--- config.mk ---
export PLATFORM = sky130hd
export DESIGN_NAME = logic_unit_pipe
export DESIGN_NICKNAME = d
export VERILOG_FILES = /design/src/rtl/logic_unit_pkg.sv /design/src/rtl/logic_unit_core.sv /design/src/rtl/logic_unit_pipe.sv
export SDC_FILE = /design/constraint.sdc
export NUM_CORES = 1
export LEC_CHECK = 0
export CORE_MARGIN = 3
export CORE_UTILIZATION = 45
export CTS_CLUSTER_DIAMETER = 60
export DETAILED_ROUTE_END_ITERATION = 8
export PLACE_DENSITY = 0.75
export SYNTH_ARGS = -nofsm -noshare
export SYNTH_HDL_FRONTEND = slang
export SYNTH_SLANG_ARGS = --single-unit
--- constraint.sdc ---
create_clock -name clk -period 3.27 [get_ports clk]
set_input_delay 0.654 -clock clk [delete_from_list [all_inputs] [get_ports clk]]
set_output_delay 0.654 -clock clk [all_outputs]
set_load 0.02 [all_outputs]
--- src/rtl/logic_unit_pkg.sv ---
// Shared definitions for the pipelined logical/shift execution unit.
package logic_unit_pkg;

  localparam int LU_OP_W = 3;

  // Operation codes understood by logic_unit_core.
  typedef enum logic [LU_OP_W-1:0] {
    LU_AND = 3'b000,
    LU_OR  = 3'b001,
    LU_XOR = 3'b010,
    LU_NOR = 3'b011,
    LU_LUI = 3'b100,
    LU_SLL = 3'b101,
    LU_SRL = 3'b110,
    LU_SRA = 3'b111
  } lu_op_t;

endpackage

--- src/rtl/logic_unit_core.sv ---
// Combinational logical/shift datapath: computes result and zero flag for one op.
module logic_unit_core
  import logic_unit_pkg::*;
#(
  parameter int N = 32
) (
  input  lu_op_t         op,
  input  logic [N-1:0]   a,
  input  logic [N-1:0]   b,
  output logic [N-1:0]   result,
  output logic           zero
);

  localparam int SH_W = $clog2(N);

  // Only the low SH_W bits of b steer the shifter; the rest are ignored.
  logic [SH_W-1:0] shamt;
  assign shamt = b[SH_W-1:0];

  // Select the operation result.
  always_comb begin
    result = '0;
    case (op)
      LU_AND: result = a & b;
      LU_OR:  result = a | b;
      LU_XOR: result = a ^ b;
      LU_NOR: result = ~(a | b);
      LU_LUI: result = {b[N/2-1:0], {(N/2){1'b0}}};
      LU_SLL: result = a << shamt;
      LU_SRL: result = a >> shamt;
      LU_SRA: result = $unsigned($signed(a) >>> shamt);
    endcase
  end

  assign zero = ~|result;

endmodule

--- src/rtl/logic_unit_pipe.sv ---
// Two-stage pipelined logical/shift unit with valid/ready handshakes and flush.
// S1 holds the raw operands, S2 holds the computed result; out_* come straight from S2.
module logic_unit_pipe
  import logic_unit_pkg::*;
#(
  parameter int N     = 32,
  parameter int TAG_W = 5
) (
  input  logic               clk,
  input  logic               rst_n,
  input  logic               flush,
  input  logic               in_valid,
  output logic               in_ready,
  input  logic [LU_OP_W-1:0] in_op,
  input  logic [N-1:0]       in_a,
  input  logic [N-1:0]       in_b,
  input  logic [TAG_W-1:0]   in_tag,
  output logic               out_valid,
  input  logic               out_ready,
  output logic [N-1:0]       out_result,
  output logic               out_zero,
  output logic [TAG_W-1:0]   out_tag
);

  // Stage 1 registers (operands)
  logic               s1_valid_reg;
  lu_op_t             s1_op_reg;
  logic [N-1:0]       s1_a_reg;
  logic [N-1:0]       s1_b_reg;
  logic [TAG_W-1:0]   s1_tag_reg;

  // Stage 2 registers (result)
  logic               s2_valid_reg;
  logic [N-1:0]       s2_result_reg;
  logic               s2_zero_reg;
  logic [TAG_W-1:0]   s2_tag_reg;

  // Core outputs feeding S2
  logic [N-1:0]       core_result;
  logic               core_zero;

  // Pipeline advance chain: a stage may move when it is empty or its successor moves.
  logic s2_adv;
  logic s1_adv;
  logic in_fire;

  assign s2_adv   = !s2_valid_reg || out_ready;
  assign s1_adv   = !s1_valid_reg || s2_adv;
  assign in_ready = s1_adv && !flush;
  assign in_fire  = in_valid && in_ready;

  logic_unit_core #(
    .N (N)
  ) u_core (
    .op     (s1_op_reg),
    .a      (s1_a_reg),
    .b      (s1_b_reg),
    .result (core_result),
    .zero   (core_zero)
  );

  // Stage valid bits: reset beats flush, flush beats normal advance.
  always_ff @(posedge clk) begin
    if (!rst_n) begin
      s1_valid_reg <= 1'b0;
      s2_valid_reg <= 1'b0;
    end else if (flush) begin
      s1_valid_reg <= 1'b0;
      s2_valid_reg <= 1'b0;
    end else begin
      if (s1_adv) s1_valid_reg <= in_fire;
      if (s2_adv) s2_valid_reg <= s1_valid_reg;
    end
  end

  // S1 operand capture; loads only on an accepted op so idle inputs never disturb it.
  always_ff @(posedge clk) begin
    if (!rst_n) begin
      s1_op_reg  <= LU_AND;
      s1_a_reg   <= '0;
      s1_b_reg   <= '0;
      s1_tag_reg <= '0;
    end else if (in_fire) begin
      s1_op_reg  <= lu_op_t'(in_op);
      s1_a_reg   <= in_a;
      s1_b_reg   <= in_b;
      s1_tag_reg <= in_tag;
    end
  end

  // S2 result capture; held while the consumer stalls so out_* stay stable.
  always_ff @(posedge clk) begin
    if (!rst_n) begin
      s2_result_reg <= '0;
      s2_zero_reg   <= 1'b0;
      s2_tag_reg    <= '0;
    end else if (!flush && s2_adv && s1_valid_reg) begin
      s2_result_reg <= core_result;
      s2_zero_reg   <= core_zero;
      s2_tag_reg    <= s1_tag_reg;
    end
  end

  assign out_valid  = s2_valid_reg;
  assign out_result = s2_result_reg;
  assign out_zero   = s2_zero_reg;
  assign out_tag    = s2_tag_reg;

endmodule

==> impl_metrics.env, run 1 <==
export IMPL_cts_made_buffers=9
export IMPL_cts_num_sinks=112
export IMPL_dr_first_iter_drc_count=1662
export IMPL_ys_ff_latch=112
export IMPL_chipHeight_um=163.4
export IMPL_ys_seq_area_share_pct=20.11
export IMPL_area_growth_pct=31.98
export IMPL_top_usage_layer="met2"
export IMPL_grt_pass1_vias=12312
export IMPL_syn_mean_instance_area_um2=8.073
export IMPL_fmax_mhz=304.3
export IMPL_r2r_slack_ns=-0.02
export IMPL_cts_tree="built"
export IMPL_crit_path_start_kind="register"
export IMPL_drtPass1Iterations=6
export IMPL_synth_top_cells_by_area="dfxtp_1, mux4_2, nand2_1, ha_1, a21boi_0"
export IMPL_n_fill_cell=2141
export IMPL_rsz0062_at_grt="no"
export IMPL_cp_required_ns=3.54
export IMPL_routabilityCongestion=1.105
export IMPL_pin_count=117
export IMPL_peakVddDrop_mv=0.2135
export IMPL_core_um2=23890
export IMPL_postSynth_asyncResetShare_pct=0
export IMPL_synth_top_area_cell="dfxtp_1"
export IMPL_syn_instance_count=1381
export IMPL_worst_pin_slew_ns=0.7971
export IMPL_num_rows=56
export IMPL_ys_warn_count=0
export IMPL_clkLatencyLatePin_ns=0.38
export IMPL_viasPerCell=6.508
export IMPL_antenna_cells=0
export IMPL_grt_max_degree=80
export IMPL_met3_usage_pct=12.48
export IMPL_antenna_found_initial=2
export IMPL_use_met2_pct=61.65
export IMPL_clk_pin_slew_ns=0.09
export IMPL_pwr_density_cell_nw_per_um2=284.8
export IMPL_synth_top_flop_cell="dfxtp_1"
export IMPL_syn_nets=1524
export IMPL_critPathKind="register to register"
export IMPL_path_max_fanout=5
export IMPL_dp_slack_ns=-0.08511
export IMPL_status="finished, violations left"
export IMPL_setup_ws_ns=-0.01664
export IMPL_antenna_left=0
export IMPL_htreeDepth=3
export IMPL_fin_total_pwr_mw=4.192
export IMPL_grt_usage_pct=41.21
export IMPL_synth_area_um2=11150
export IMPL_routed_via_count=12736
export IMPL_wl_mm=55.45
export IMPL_fin_skew_ns=0.01377
export IMPL_cap_violations=0
export IMPL_crit_arrival_ns=3.56
export IMPL_io_buffers=116
export IMPL_die_w_um=163.4
export IMPL_relSlewSlack_pct=46.30
export IMPL_layout_nets=1776
export IMPL_clockRootBuffer="clkbuf_16"
export IMPL_setup_violations=1
export IMPL_power_leakage_nw=5.630
export IMPL_slew_viol_final=0
export IMPL_min_path_type="register to register"
export IMPL_cts_buffer_depth=2
export IMPL_cts_hold_fix_buffers=0
export IMPL_initial_core_util_pct=46.66
export IMPL_synth_top_area_share_pct=20.11
export IMPL_utilization_pct=61.59
export IMPL_period_needed_ns=3.287
export IMPL_critPathCaptureType="register"
export IMPL_gr_total_overflow=0
export IMPL_grt_first_pass_wirelength_mm=80.65
export IMPL_hpwl_mm=44.28
export IMPL_drcViolationCount=0
export IMPL_final_layout_size_suffix_gt1_share_pct=25.34
export IMPL_grtUsageMet1_pct=53.74
export IMPL_fin_crit_sh_pct=100.5
export IMPL_violations="negative setup slack"
export IMPL_die_area_um2=26700
export IMPL_routedWlPerCell_um=28.33
export IMPL_ys_types=79
export IMPL_finalHoldViolCount=0
export IMPL_synth_edf_count=0
[cell families after synthesis]
family,share of synthesized area (%)
mux,19.87
xor+xnor,2.357
buf+inv,8.282
flops,20.11
simple gates,17.91
compound gates,24.06
fa+ha+maj,7.407
[what timing repair did]
| action | 4_1_cts | 5_1_grt |
|---|---|---|
| pin swaps | 0 | 2 |
| setup endpoints to repair | 1 | 1 |
| resized for setup | 0 | 15 |
| setup buffers | 4 | 3 |
[placed cells by master, fill, tap and decap left out, drive strengths merged, types with 8 or more instances in the layout]
cell type | netlist | layout
a31oi | 16 | 16
nor2 | 54 | 54
o21ai | 43 | 43
a21boi | 102 | 102
nand2 | 270 | 270
xor2 | 16 | 16
nand3 | 22 | 22
buf | 45 | 274
a22oi | 21 | 21
mux2i | 47 | 47
clkbuf | 103 | 10
clkdlybuf4s50 | 0 | 115
inv | 69 | 72
or2 | 8 | 8
mux4 | 61 | 61
dfxtp | 112 | 112
nor2b | 12 | 12
o22ai | 15 | 15
o211ai | 26 | 26
nor3 | 15 | 15
and2 | 11 | 11
mux2 | 33 | 33
xnor2 | 14 | 14
ha | 66 | 66
nand2b | 12 | 12
a21oi | 35 | 35
nor4 | 9 | 9
[power by group]
part | internal, mW | total [mW] | switching (mW)
sequential | 1.41 | 1.51 | 0.0997
clock | 0.566 | 1.21 | 0.643
combinational | 0.683 | 1.47 | 0.790
[layout make-up]
type	instances	area (um^2)	area share, %
Multi-Input combinational cell	1052	8040	54.64
Clock buffer	10	239.0	1.624
Clock inverter	6	68.82	0.4676
Inverter	69	259.0	1.760
Timing Repair Buffer	389	3447	23.42
Tap cell	319	399.1	2.712
Sequential cell	112	2262	15.37
[metal layers]
metal | routed length (um) | up-vias
met5 | 69 | -
met4 | 3491 | 6
met3 | 7338 | 222
met2 | 23410 | 960
met1 | 21140 | 6048
li1 | - | 5500
[cells in the mapped netlist (7+ instances only)]
library cell	n
ha_1	66
nand2_1	270
mux2i_1	47
and2_1	11
buf_2	26
nand2b_1	12
a22oi_1	21
o22ai_1	15
xnor2_1	14
a21boi_0	102
buf_1	7
a21oi_1	35
xor2_1	16
nand3_1	22
a211oi_1	7
nor3_1	15
clkbuf_1	103
mux2_2	31
a221oi_1	7
o211ai_1	26
mux4_2	61
dfxtp_1	112
nor2b_1	12
nor2_1	54
inv_1	68
o21ai_0	41
nor4_1	8
a31oi_1	16
[path summary, 6_finish.rpt]
check	startpoint	end	cells past startpoint
min reg2reg	out_result[5]	out_result[5]	2
max	s1_b_reg[1]	out_zero	13
max reg2reg	s1_b_reg[1]	out_zero	13
min	out_result[5]	out_result[5]	2
[per-stage QoR]
| step | instance area [um^2] | cells | TNS (ns) | hold WS (ns) |
|---|---|---|---|---|
| 5_1_grt | 14720 | 1957 | 0 | 0.5002 |
| 4_1_cts | 14630 | 1954 | 0 | 0.4696 |
| 2_1_floorplan | 11150 | 1381 | 0 | 0.4412 |
| 3_5_place_dp | 14280 | 1934 | -0.08511 | 0.4579 |
| 3_3_place_gp | 14280 | 1934 | -0.07585 | 0.4517 |
| 6_report | 14720 | 1957 | -0.01664 | 0.4655 |
[worst max-delay path, stage by stage, from the launching register on]
cell	delay [ns]
dfxtp_4	0.38
buf_4	0.16
buf_4	0.14
buf_4	0.13
or2_2	0.30
buf_4	0.16
o311a_1	0.33
a21oi_1	0.44
nor4_1	0.11
or3_1	0.42
and4_1	0.20
nand4_1	0.11
nor4_2	0.05
a31o_1	0.23
No activity file was read; power rests on OpenSTA's default activity.
==> run 2, diff against run 1 <==
- ABC_AREA: default -> 1
- PLACE_DENSITY: 0.75 -> 0.66
==> impl_metrics.env, run 2 <==
export IMPL_die_area_um2=23760
export IMPL_syn_nets=1734
export IMPL_fin_crit_sh_pct=85.73
export IMPL_drtPass1Iterations=6
export IMPL_grt_first_pass_wirelength_mm=62.94
export IMPL_antenna_left=0
export IMPL_pin_count=117
export IMPL_area_growth_pct=17.06
export IMPL_grt_usage_pct=33.97
export IMPL_critPathTopFamily="buffers and inverters"
export IMPL_rsz0062_at_grt="no"
export IMPL_hold_slack_ns=0.4793
export IMPL_initial_core_util_pct=46.40
export IMPL_fin_total_pwr_mw=4.153
export IMPL_critPathCaptureType="primary output"
export IMPL_path_max_fanout=7
export IMPL_synth_top_area_cell="dfxtp_1"
export IMPL_finalHoldViolCount=0
export IMPL_crit_arrival_ns=2.15
export IMPL_ys_ff_latch=112
export IMPL_htreeDepth=3
export IMPL_power_leakage_nw=5.209
export IMPL_regArea_um2=2245
export IMPL_clockRootBuffer="clkbuf_16"
export IMPL_synth_top_flop_cell="dfxtp_1"
export IMPL_final_cell_mix="nand2_1, nand3_1, o21ai_0"
export IMPL_die_w_um=154.2
export IMPL_synth_top_area_share_pct=22.70
export IMPL_netlist_top_cells_count="nand2_1, nand3_1, o21ai_0, a21oi_1, dfxtp_1"
export IMPL_relSlewSlack_pct=56.87
export IMPL_ys_warn_count=0
export IMPL_synthMostInstantiatedCell="nand2_1"
export IMPL_gr_total_overflow=0
export IMPL_clk_pin_slew_ns=0.08
export IMPL_ys_types=47
export IMPL_multi_input_area_um2=6621
export IMPL_cp_required_ns=2.62
export IMPL_drcViolationCount=0
export IMPL_chipHeight_um=154.2
export IMPL_routedWlPerCell_um=21.27
export IMPL_fmax_mhz=356.7
export IMPL_status="completed"
export IMPL_hpwl_mm=32.92
export IMPL_num_rows=53
export IMPL_cts_num_sinks=112
export IMPL_final_common_cell="nand2_1"
export IMPL_syn_instance_count=1591
export IMPL_min_path_type="register to register"
export IMPL_io_buffers=116
export IMPL_synth_area_um2=9877
export IMPL_synth_top_cells_by_area="dfxtp_1, nand3_1, nand2_1, ha_1, o21ai_0"
export IMPL_peakVddDrop_mv=0.2533
export IMPL_antenna_cells=0
export IMPL_pwr_density_cell_nw_per_um2=359.2
export IMPL_cap_violations=0
export IMPL_cts_hold_fix_buffers=0
export IMPL_path_cells="clkdlybuf4s50_1 -> nor2_1 -> nand2_1 -> nand2_1 -> inv_1 -> clkdlybuf4s50_1"
export IMPL_postCtsSetupRepairBufs=0
export IMPL_syn_mean_instance_area_um2=6.208
export IMPL_grt_max_degree=68
export IMPL_critPathKind="input port to primary output"
export IMPL_dr_first_iter_drc_count=1228
export IMPL_final_layout_size_suffix_gt1_share_pct=8.413
export IMPL_clkLatencyLatePin_ns=0.37
export IMPL_viasPerCell=5.854
export IMPL_grt_pass1_vias=10592
export IMPL_routed_via_count=11351
export IMPL_setup_violations=0
export IMPL_antenna_found_initial=0
export IMPL_core_um2=21290
export IMPL_cts_made_buffers=9
export IMPL_cts_tree="built"
export IMPL_cts_resized=0
export IMPL_period_needed_ns=2.803
export IMPL_synth_edf_count=0
export IMPL_crit_buf_inv=3
export IMPL_worst_pin_slew_ns=0.6470
export IMPL_wl_mm=41.24
export IMPL_cts_buffer_depth=2
export IMPL_fin_skew_ns=0.01937
export IMPL_max_stage_delay_ns=0.65
export IMPL_postSynth_asyncResetShare_pct=0
export IMPL_setup_tns_ns=0
export IMPL_crit_path_start_kind="input port"
export IMPL_layout_nets=1802
export IMPL_ys_seq_area_share_pct=22.70
export IMPL_slew_viol_final=0
export IMPL_routabilityCongestion=1.052
export IMPL_n_fill_cell=2249
export IMPL_crit_slowest_cell="clkdlybuf4s50_1"
## run 2: changes by cell type after synthesis, moves of 31 or more
cell / previous run / this run
nand3_1: 22 / 331
nand2_1: 270 / 387
a21boi_0: 102 / 0
o21ai_0: 41 / 123
a21oi_1: 35 / 115
clkbuf_1: 103 / 41
mux4_2: 61 / 0
mux2i_1: 47 / 0
inv_1: 68 / 104
mux2_2: 31 / 0
## run 2: kinds of logic after synthesis
logic type / after synthesis / share of synthesized area [%]
buffers and inverters: 223 / 10.45
AND/OR/NAND/NOR: 901 / 42.40
flip-flops: 112 / 22.70
adder cells (fa/ha/maj): 66 / 8.361
AO/OA/AOI/OAI: 289 / 16.09
## run 2: worst min-delay path, delay by kind of cell (launching register included)
family                 cells  cell delay, ns
buffers and inverters      1            0.07
DFF                        1            0.32
AOI/OAI and AO/OA          1            0.05
## run 2: power by group
part	switching (mW)	leakage, nW	internal [mW]	total [mW]
Clock	0.603	0.146	0.550	1.15
Combinational	0.948	4.14	0.514	1.46
Sequential	0.105	0.918	1.43	1.54
Total	1.66	5.21	2.50	4.15
## run 2: worst paths after layout
check | from | end | cells past startpoint | slack [ns]
max | out_ready | in_ready | 6 | 0.47
max reg2reg | s1_op_reg[0] | out_zero | 15 | 0.63
min | s1_b_reg[18] | s1_b_reg[18] | 2 | 0.48
min reg2reg | s1_b_reg[18] | s1_b_reg[18] | 2 | 0.48
## run 2: metal layers
metal,GRT usage [%],share of wire [%]
met3,5.967,8.7
met1,48.50,44
met2,52.27,44
met5,0,0
met4,10.30,3.1
## run 2: layout make-up
class,count,area share (%)
Clock buffer,9,1.948
Clock inverter,7,0.7359
Inverter,120,4.047
Multi-Input combinational cell,1256,57.27
Sequential cell,112,19.41
Tap cell,275,2.976
Timing Repair Buffer,160,13.61
## run 2: metrics by stage
step / setup WS [ns] / cell area, um^2 / utilization (%) / instances
6_report: 0.4666 / 11560 / 54.32 / 1939
5_1_grt: 0.3863 / 11560 / 54.32 / 1939
4_1_cts: 0.4657 / 11560 / 54.32 / 1939
3_5_place_dp: 0.4675 / 11250 / 52.86 / 1923
3_3_place_gp: 0.4762 / 11250 / 52.86 / 1923
2_1_floorplan: 0.9840 / 9877 / - / 1591
